## config.mk

```make
export PLATFORM = sky130hd
export DESIGN_NAME = uart_frame_parser
export DESIGN_NICKNAME = d
export VERILOG_FILES = /design/src/rtl/uart_frame_pkg.sv /design/src/rtl/uart_frame_timeout.sv /design/src/rtl/uart_frame_parser.sv
export SDC_FILE = /design/constraint.sdc
export NUM_CORES = 1
export LEC_CHECK = 0
export ABC_AREA = 1
export BUFFER_PORTS_ARGS = -buffer_cell sky130_fd_sc_hd__buf_2
export CAP_MARGIN = 25
export CORE_MARGIN = 2
export CORE_UTILIZATION = 54
export DETAILED_ROUTE_END_ITERATION = 12
export PLACE_DENSITY_LB_ADDON = 0.2
export SYNTH_ARGS = -nofsm -noshare
export SYNTH_HDL_FRONTEND = slang
export SYNTH_SLANG_ARGS = --single-unit
```

## constraint.sdc

```tcl
create_clock -name clk -period 6 [get_ports clk]
set_input_delay 0.6 -clock clk [delete_from_list [all_inputs] [get_ports clk]]
set_output_delay 0.6 -clock clk [all_outputs]
set_load 0.02 [all_outputs]
```

## src/rtl/uart_frame_pkg.sv

```systemverilog
// Shared types and constants for the UART command-frame deframer.
package uart_frame_pkg;

    typedef enum logic [2:0] {
        IDLE,
        SYNC,
        CMD,
        LEN,
        PAYLOAD,
        CSUM
    } state_t;

    localparam logic [2:0] ERR_NONE    = 3'd0;
    localparam logic [2:0] ERR_CSUM    = 3'd1;
    localparam logic [2:0] ERR_LEN     = 3'd2;
    localparam logic [2:0] ERR_UART    = 3'd3;
    localparam logic [2:0] ERR_TIMEOUT = 3'd4;

    localparam logic [7:0] SYNC_BYTE_DEFAULT = 8'hA5;

endpackage

```

## src/rtl/uart_frame_timeout.sv

```systemverilog
// Inter-byte watchdog: down-counter reloaded by clr, decremented by en.
// expire is a combinational 1-cycle pulse when an enabled count sits at zero.
module uart_frame_timeout #(
    parameter int unsigned LOAD_VAL = 71_999
) (
    input  logic clk,
    input  logic rst,
    input  logic clr,
    input  logic en,
    output logic expire
);

    localparam int W = (LOAD_VAL > 0) ? $clog2(LOAD_VAL + 1) : 1;

    logic [W-1:0] count_q, count_d;

    always_comb begin
        count_d = count_q;
        if (clr) begin
            count_d = W'(LOAD_VAL);
        end else if (en && count_q != '0) begin
            count_d = count_q - 1'b1;
        end
    end

    assign expire = en && !clr && (count_q == '0);

    always_ff @(posedge clk or posedge rst) begin
        if (rst) begin
            count_q <= '0;
        end else begin
            count_q <= count_d;
        end
    end

endmodule

```

## src/rtl/uart_frame_parser.sv

```systemverilog
// Deframes SYNC,CMD,LEN,PAYLOAD[LEN],CSUM from a UART byte stream; no backpressure.
// Every output event is registered and appears 1 clk after the causing input.
module uart_frame_parser
    import uart_frame_pkg::*;
#(
    parameter logic [7:0] SYNC_BYTE      = SYNC_BYTE_DEFAULT,
    parameter int          MAX_LEN        = 32,
    parameter int          TIMEOUT_CYCLES = 72_000,
    localparam int         IW             = (MAX_LEN > 1) ? $clog2(MAX_LEN) : 1
) (
    input  logic          clk,
    input  logic          rst,
    input  logic [7:0]    rx_data,
    input  logic          rx_valid,
    input  logic          rx_error,
    output logic [7:0]    cmd_out,
    output logic [7:0]    len_out,
    output logic [7:0]    payload_data,
    output logic          payload_valid,
    output logic [IW-1:0] payload_index,
    output logic          frame_valid,
    output logic          frame_error,
    output logic [2:0]    err_code
);

    localparam logic [7:0] MAX_LEN_B = 8'(MAX_LEN);

    state_t        state_q, state_d;
    logic [7:0]    cmd_q, cmd_d, len_q, len_d, sum_q, sum_d, cnt_q, cnt_d;
    logic [7:0]    pdat_q, pdat_d;
    logic [IW-1:0] pidx_q, pidx_d;
    logic          pvld_q, pvld_d, fvld_q, fvld_d, ferr_q, ferr_d;
    logic [2:0]    err_q, err_d;
    logic          tmo_expire;

    uart_frame_timeout #(
        .LOAD_VAL (TIMEOUT_CYCLES - 1)
    ) u_timeout (
        .clk    (clk),
        .rst    (rst),
        .clr    (rx_valid || state_q == IDLE),
        .en     (state_q != IDLE),
        .expire (tmo_expire)
    );

    always_comb begin
        state_d = state_q;
        cmd_d   = cmd_q;
        len_d   = len_q;
        sum_d   = sum_q;
        cnt_d   = cnt_q;
        pdat_d  = pdat_q;
        pidx_d  = pidx_q;
        err_d   = err_q;
        pvld_d  = 1'b0;
        fvld_d  = 1'b0;
        ferr_d  = 1'b0;

        if (state_q != IDLE && rx_error) begin
            ferr_d  = 1'b1;
            err_d   = ERR_UART;
            state_d = IDLE;
        end else if (rx_valid && !rx_error) begin
            case (state_q)
                IDLE: begin
                    if (rx_data == SYNC_BYTE) state_d = SYNC;
                end
                // SYNC normally falls through to CMD; a byte arriving while still in SYNC is the CMD byte.
                SYNC, CMD: begin
                    cmd_d   = rx_data;
                    sum_d   = rx_data;
                    state_d = LEN;
                end
                LEN: begin
                    len_d = rx_data;
                    sum_d = sum_q + rx_data;
                    cnt_d = '0;
                    if (rx_data > MAX_LEN_B) begin
                        ferr_d  = 1'b1;
                        err_d   = ERR_LEN;
                        state_d = IDLE;
                    end else if (rx_data == 8'd0) begin
                        state_d = CSUM;
                    end else begin
                        state_d = PAYLOAD;
                    end
                end
                PAYLOAD: begin
                    pvld_d = 1'b1;
                    pdat_d = rx_data;
                    pidx_d = cnt_q[IW-1:0];
                    sum_d  = sum_q + rx_data;
                    cnt_d  = cnt_q + 8'd1;
                    if (cnt_q == len_q - 8'd1) state_d = CSUM;
                end
                CSUM: begin
                    if (rx_data == sum_q) begin
                        fvld_d = 1'b1;
                    end else begin
                        ferr_d = 1'b1;
                        err_d  = ERR_CSUM;
                    end
                    state_d = IDLE;
                end
                default: state_d = IDLE;
            endcase
        end else if (tmo_expire) begin
            ferr_d  = 1'b1;
            err_d   = ERR_TIMEOUT;
            state_d = IDLE;
        end else if (state_q == SYNC) begin
            state_d = CMD;
        end
    end

    always_ff @(posedge clk or posedge rst) begin
        if (rst) begin
            state_q <= IDLE;
            cmd_q   <= '0;
            len_q   <= '0;
            sum_q   <= '0;
            cnt_q   <= '0;
            pdat_q  <= '0;
            pidx_q  <= '0;
            pvld_q  <= 1'b0;
            fvld_q  <= 1'b0;
            ferr_q  <= 1'b0;
            err_q   <= ERR_NONE;
        end else begin
            state_q <= state_d;
            cmd_q   <= cmd_d;
            len_q   <= len_d;
            sum_q   <= sum_d;
            cnt_q   <= cnt_d;
            pdat_q  <= pdat_d;
            pidx_q  <= pidx_d;
            pvld_q  <= pvld_d;
            fvld_q  <= fvld_d;
            ferr_q  <= ferr_d;
            err_q   <= err_d;
        end
    end

    assign cmd_out       = cmd_q;
    assign len_out       = len_q;
    assign payload_data  = pdat_q;
    assign payload_valid = pvld_q;
    assign payload_index = pidx_q;
    assign frame_valid   = fvld_q;
    assign frame_error   = ferr_q;
    assign err_code      = err_q;

endmodule

```

# Yosys cells after proc, flatten, opt, wreduce, memory -nomap -nowiden
# Index checks and enable logic that the tools add are counted.
[word_totals]
elab_cells = 90
input_bits = 12
out_inout_bits = 35
register_bits = 71
[op_classes]
n_lt_le_gt_ge = 1
eq_ne = 13
bitwise_logic = 1
addsub = 4
n_reduce_logical = 27
n_mux = 32
[op_table]
columns = ["cell", "count"]
rows = [
  ["two-way mux 3 bit", 12],
  ["two-way mux 17 bit", 2],
  ["one-hot mux 8 bit (2 select lines)", 2],
  ["AND reduction 3 bit", 6],
  ["zero test 17 bit", 1],
  ["nonzero test 17 bit", 1],
  ["subtractor 17 x 1 -> 17 bit, second input constant", 1],
  ["equality test 8 bit", 2],
  ["two-way mux 1 bit", 13],
  ["inequality test 4 bit, second input constant", 3],
  ["one-hot mux 3 bit (4 select lines)", 1],
  ["adder 8 x 1 -> 8 bit, second input constant", 1],
  ["adder 8 bit", 1],
  ["equality test 8 bit, second input constant", 1],
  ["greater-than comparator 8 x 6 -> 1 bit, second input constant", 1],
  ["zero test 8 bit", 1],
  ["subtractor 8 x 1 -> 8 bit, second input constant", 1],
  ["equality test 3 x 2 -> 1 bit, second input constant", 2],
  ["equality test 3 bit, second input constant", 2],
  ["one-hot mux 3 bit (2 select lines)", 1],
  ["nonzero test 2 bit", 3],
  ["nonzero test 3 bit", 2],
  ["logical AND 1 bit", 5],
  ["inequality test 4 x 2 -> 1 bit, second input constant", 1],
  ["other kinds (10)", 12],
]

# Depth between registers and ports, before layout
[depth]
depth_word = 8
mapped_depth = 15
ltp_nobuf = 15

# Hierarchy
# Synthesis repeated with hierarchy kept, for this count alone.
[unflattened]
hier_cells = 568
hier_area_um2 = 4200.3
[modules_own_cells]
columns = ["mod", "cells_per_inst", "seq_area_each_um2", "area_each_um2", "instances"]
rows = [
  ["uart_frame_parser", 388, 1351.3, 2981.6, 1],
  ["uart_frame_timeout", 180, 425.4, 1218.7, 1],
]

# Worst setup path after synthesis
# OpenSTA, ideal clock, no wires.
[synth_timing]
kind = "in2reg"
start = "input port rx_data[0]"
end = "register sum_q[6]"
required_ps = 5884
cell_stages = 12
n_path_buf = 0
t_arrival_ps = 1838
slack_ps = 4045
setup_time_ps = 116
cell_sequence = "ha_1 inv_1 fa_1 nand3b_1 nand2_1 nand2_1 nand2_1 a21oi_1 xor2_1 nand2_1 nand2_1 nand2_1"
[synth_between]
elab_chain_cells = 2
[synth_rtl]
columns = ["item", "line", "text"]
rows = [
  ["from (decl)", "uart_frame_parser.sv:13", "input logic [7:0] rx_data,"],
  ["adder 8 bit", "uart_frame_parser.sv:76, uart_frame_parser.sv:92", ""],
  ["one-hot mux 8 bit (2 select lines)", "uart_frame_parser.sv:64", "case (state_q)"],
  ["to (signal assigned)", "uart_frame_parser.sv:133", "sum_q <= sum_d;"],
  ["to (decl)", "uart_frame_parser.sv:29", "logic [7:0] cmd_q, cmd_d, len_q, len_d, sum_q, sum_d, cnt_q, cnt_d;"],
]
# Every way passes these cells.
# A chain may end at the register's enable or synchronous reset.

# Worst setup path in the final report
[layout_timing]
start = "register state_q[0]"
end = "register sum_q[1]"
[layout_between]
elab_chain_cells = 4
elab_cells_between_ends = 12
classes_between = "eq/ne: 4; mux: 1; bitwise: 1; reduce/logical: 6"
[layout_rtl]
columns = ["item", "line", "text"]
rows = [
  ["from (decl)", "uart_frame_parser.sv:28", "state_t state_q, state_d;"],
  ["from (signal assigned)", "uart_frame_parser.sv:130", "state_q <= state_d;"],
  ["equality test 3 bit, or another cell as far along", "uart_frame_parser.sv:64", ""],
  ["OR reduction 2 bit (no source line), or another cell as far along", "-", ""],
  ["nonzero test 2 bit (no source line) / NOT 1 bit (equally long branches)", "-", ""],
  ["AND reduction 3 bit (no source line)", "-", ""],
]
# Several ways; a longest one is shown, not always the timed one.

==> impl_summary.txt <==
----------------------------------------------------
[Clock network]
  Number of buffers added by the clock tree synthesis step ... 9
  Register clock-pin slew on the reported worst setup and hold paths ... 0.08 ns
  Root buffer cell ... clkbuf_8
  TritonCTS clock tree ... built
  Maximum clock path buffer count ... 2
  Clock tree sinks ... 71
  Count of H-tree levels built during CTS ... 3
  Quantity of gates resized following cts ... 0
  Setup repair bufs after CTS ... 0
  Clock insertion delay at the later pin of the skew report ... between 0.3 and 0.4 ns
  CTS hold repair buffers ... 0

[Critical path]
  CP Capture Type ... flop
  Classification of the worst setup path ... reg2reg
  Worst EP required ... 6.23 ns
  CP Launch Type ... flop
  Arrival @ worst endpoint ... 2.17 ns
  Depth of the worst register-to-register path ... 8
  Largest driver fanout on the critical path ... 20

[Synth]
  Number of enable flip-flop cells after synthesis ... 0
  Xor/xnor share of the synthesized area ... under 10%
  Combinational family with the most area after synthesis ... simple AND/OR/NAND/NOR gates
  Synthesized-area fraction occupied by and/or/nand/nor cells ... 29.6%
  Number of instances in the synthesized netlist ... 501
  Share of the synthesized area in compound gates (AO/OA/AOI/OAI) ... around 13%
  Ys flop type ... dfrtp_1
  Cell variety after synth ... 45
  Share of synthesized cell area in full adder, half adder and majority cells ... 3.93%
  Fraction of synthesis flops using an asynchronous set or reset pin ... 100%
  Mean cell area of the mapped netlist ... 8.01 µm²
  Total of warnings raised by yosys ... 0
  Netlist area before placement ... roughly 4000 µm²
  Share of cell area taken by muxes after synthesis ... 0%
  Post-synthesis sequential element count ... 71
  Post-Syn Nets ... 525
  Part of the Yosys area used for sequential elements ... ~44%

[STA]
  Tmin final ... 1.94 ns
  Number of endpoints with negative hold slack in the final report ... 0
  Setup TNS ... 0 ns
  Least-Margin Pin Slew ... roughly 0.9 ns
  Post-route fraction of the period consumed by the critical path ... 32.4%
  Slack of the critical path ... 4.06 ns
  Worst clock skew ... around 0.014 ns
  Unrepaired setup endpoints after global routing ... false
  Number of max-slew violations in the final report ... 0
  Setup violators final ... 0
  FMAX ... 0.515 GHz
  Max-Slew Margin vs Limit ... 41.4%

[Layout]
  Net count reported at finish ... 576
  Fin cells ... 656
  Proportion of layout cells with a drive suffix above 1 ... 20.8%
  Most frequent cells in the layout ... 124 x nand2_1, 71 x dfrtp_1, 47 x inv_1
  ANT cells ... 0
  Post-route cell area ... roughly 4600 µm²
  Most frequent standard cell in the layout excluding fill and tap cells ... nand2_1
  Layout area overhead ... 14.6%

[Global routing]
  Vias in the first global route ... approximately 3200
  Total congestion overflow ... 0
  Initial antenna violation count ... 0
  Global-route usage over all layers ... 23.0%
  Pin count of the biggest net entering global routing ... between 70 and 80
  Wire length of the first global-routing pass ... roughly 15000 µm

[Floorplanning]
  X dimension of the die ... 90.2 µm
  Standard-cell rows ... 31
  Starting Density ... 55.6%
  Number of top-level pins ... 47
  Die Span Y ... 90.2 µm
  Area of the placeable core ... 7210 µm²
  Die ar. ... 8140 µm²

[Detailed routing]
  Via count of the routed design ... 3397
  Initial DRC count ... 167
  Post-route antenna net violation count ... 0
  Residual DRC count ... 0
  Number of detailed-routing iterations run before antenna repair ... 4
  Final routed wire length divided by cell count ... 13.1 µm
  Total wire length ... 8630 µm
  Detail-routed via count per cell ... 5.18

[Placed design]
  Hpwl dp ... between 6000 and 7000 µm
  Area of placed instances ... approximately 4300 µm²
  Number of cells after detailed placement ... 640
  Port Buf Inserts ... 46
  Setup WS pre-CTS ... 3.73 ns
  Weighted congestion reported at the end of routability-driven placement ... 0.898

[Power]
  Reported net switching power ... 0.826 mW
  Max VDD drop ... 248 µV
  Switching share of power ... 40.3%
  Part of the power in combinational logic ... between 30% and 40%
  P per Cell Area ... roughly 450 nW/µm²
  PnR Total Power ... between 2 and 2.5 mW
  Sequential share of power ... 34.9%
  Clock share of power ... 25.2%
  Leakage ... 2.34 nW
  Internal power of the cells ... 1.22 mW

[Status]
  Result of the run ... finished, final reports clean

[Min path]
  Type of the worst min-delay path ... reg2reg
  Worst hold path cell count ... 2

[Run]
  Max Cap Violations ... 0

----------------------------------------------------
## worst max-delay path: stages, from the launching register on
cell and delay [ns]:
dfrtp_1 0.43, inv_1 0.11, nor3_2 0.06, nand2_1 0.42, nand2_2 0.23, nor2_4 0.27, inv_4 0.09, o211ai_1 0.10
o21ai_0 0.12
## sequential cells by signal, indices dropped and copies added, names as in the netlist
name,flops
cmd_out,8
cnt_q,8
u_timeout.count_q,17
state_q,3
sum_q,8
frame_error,1
payload_data,8
len_out,8
payload_index,5
payload_valid,1
err_code,3
frame_valid,1
## through the flow
step | utilization, % | hold WS [ns]
after floorplan | - | 0.453
after global placement | 60.0 | 0.463
after detailed placement | 60.0 | 0.473
after CTS | 63.8 | 0.490
after global routing | 63.8 | 0.519
final | 63.8 | 0.486
## final timing paths
check	start	endpoint	slack, ns
max reg2reg	state_q[0]	sum_q[1]	4.06
max	state_q[0]	sum_q[1]	4.06
max in group asynchronous	rst	payload_data[7]	4.92
min	payload_index[3]	payload_index[3]	0.49
min reg2reg	payload_index[3]	payload_index[3]	0.49
min in group asynchronous	rst	err_code[2]	0.52
## power by group through the flow
stage          clock network (mW)  logic [mW]  registers (mW)
4_1_cts                     0.522       0.823           0.715
3_5_place_dp                    0       0.817           0.722
5_1_grt                     0.546       0.934           0.730
3_3_place_gp                    0       0.796           0.720
2_1_floorplan                   0       0.547           0.783
6_report                    0.517       0.818           0.715
## per-layer routing
layer	global-route usage, %	share of wire, %	vias to the layer above	wire length (µm)
met5	0	0	-	0
met3	5.11	3.8	16	325
li1	-	-	1727	-
met4	9.10	1.9	0	165
met1	29.7	46	1592	3930
met2	37.7	49	62	4210
## kinds of logic (layout without fill, tap and decap cells)
kind of cell	Yosys count	count (layout)
compound gates	89	89
xor+xnor	10	10
fa+ha+maj	12	12
buf+inv	72	128
flops	71	71
simple gates	247	247
## cell usage after synthesis, types with 5 or more instances
library cell	n	area share, %
a21oi_1	20	2.5
dfrtp_1	71	44
ha_1	11	3.4
inv_1	48	4.5
inv_2	13	1.2
nand2_1	124	12
nand2_2	7	1.1
nand2_4	6	1.7
nand3_1	31	3.9
nor2_1	42	3.9
nor2_2	8	1.2
nor2_4	5	1.4
nor3_1	6	0.75
o21ai_0	46	5.7
o21ai_1	6	0.75
xor2_1	6	1.3
## area by class of cell
type	count	area, µm²
repair buffers	47	238
clock inverters	5	129
well taps	99	124
clock buffers	11	141
inverters	65	254
multi-input cells	358	1940
fillers	623	2620
flip-flops and latches	71	1780
(Power assumes the default switching activity.)
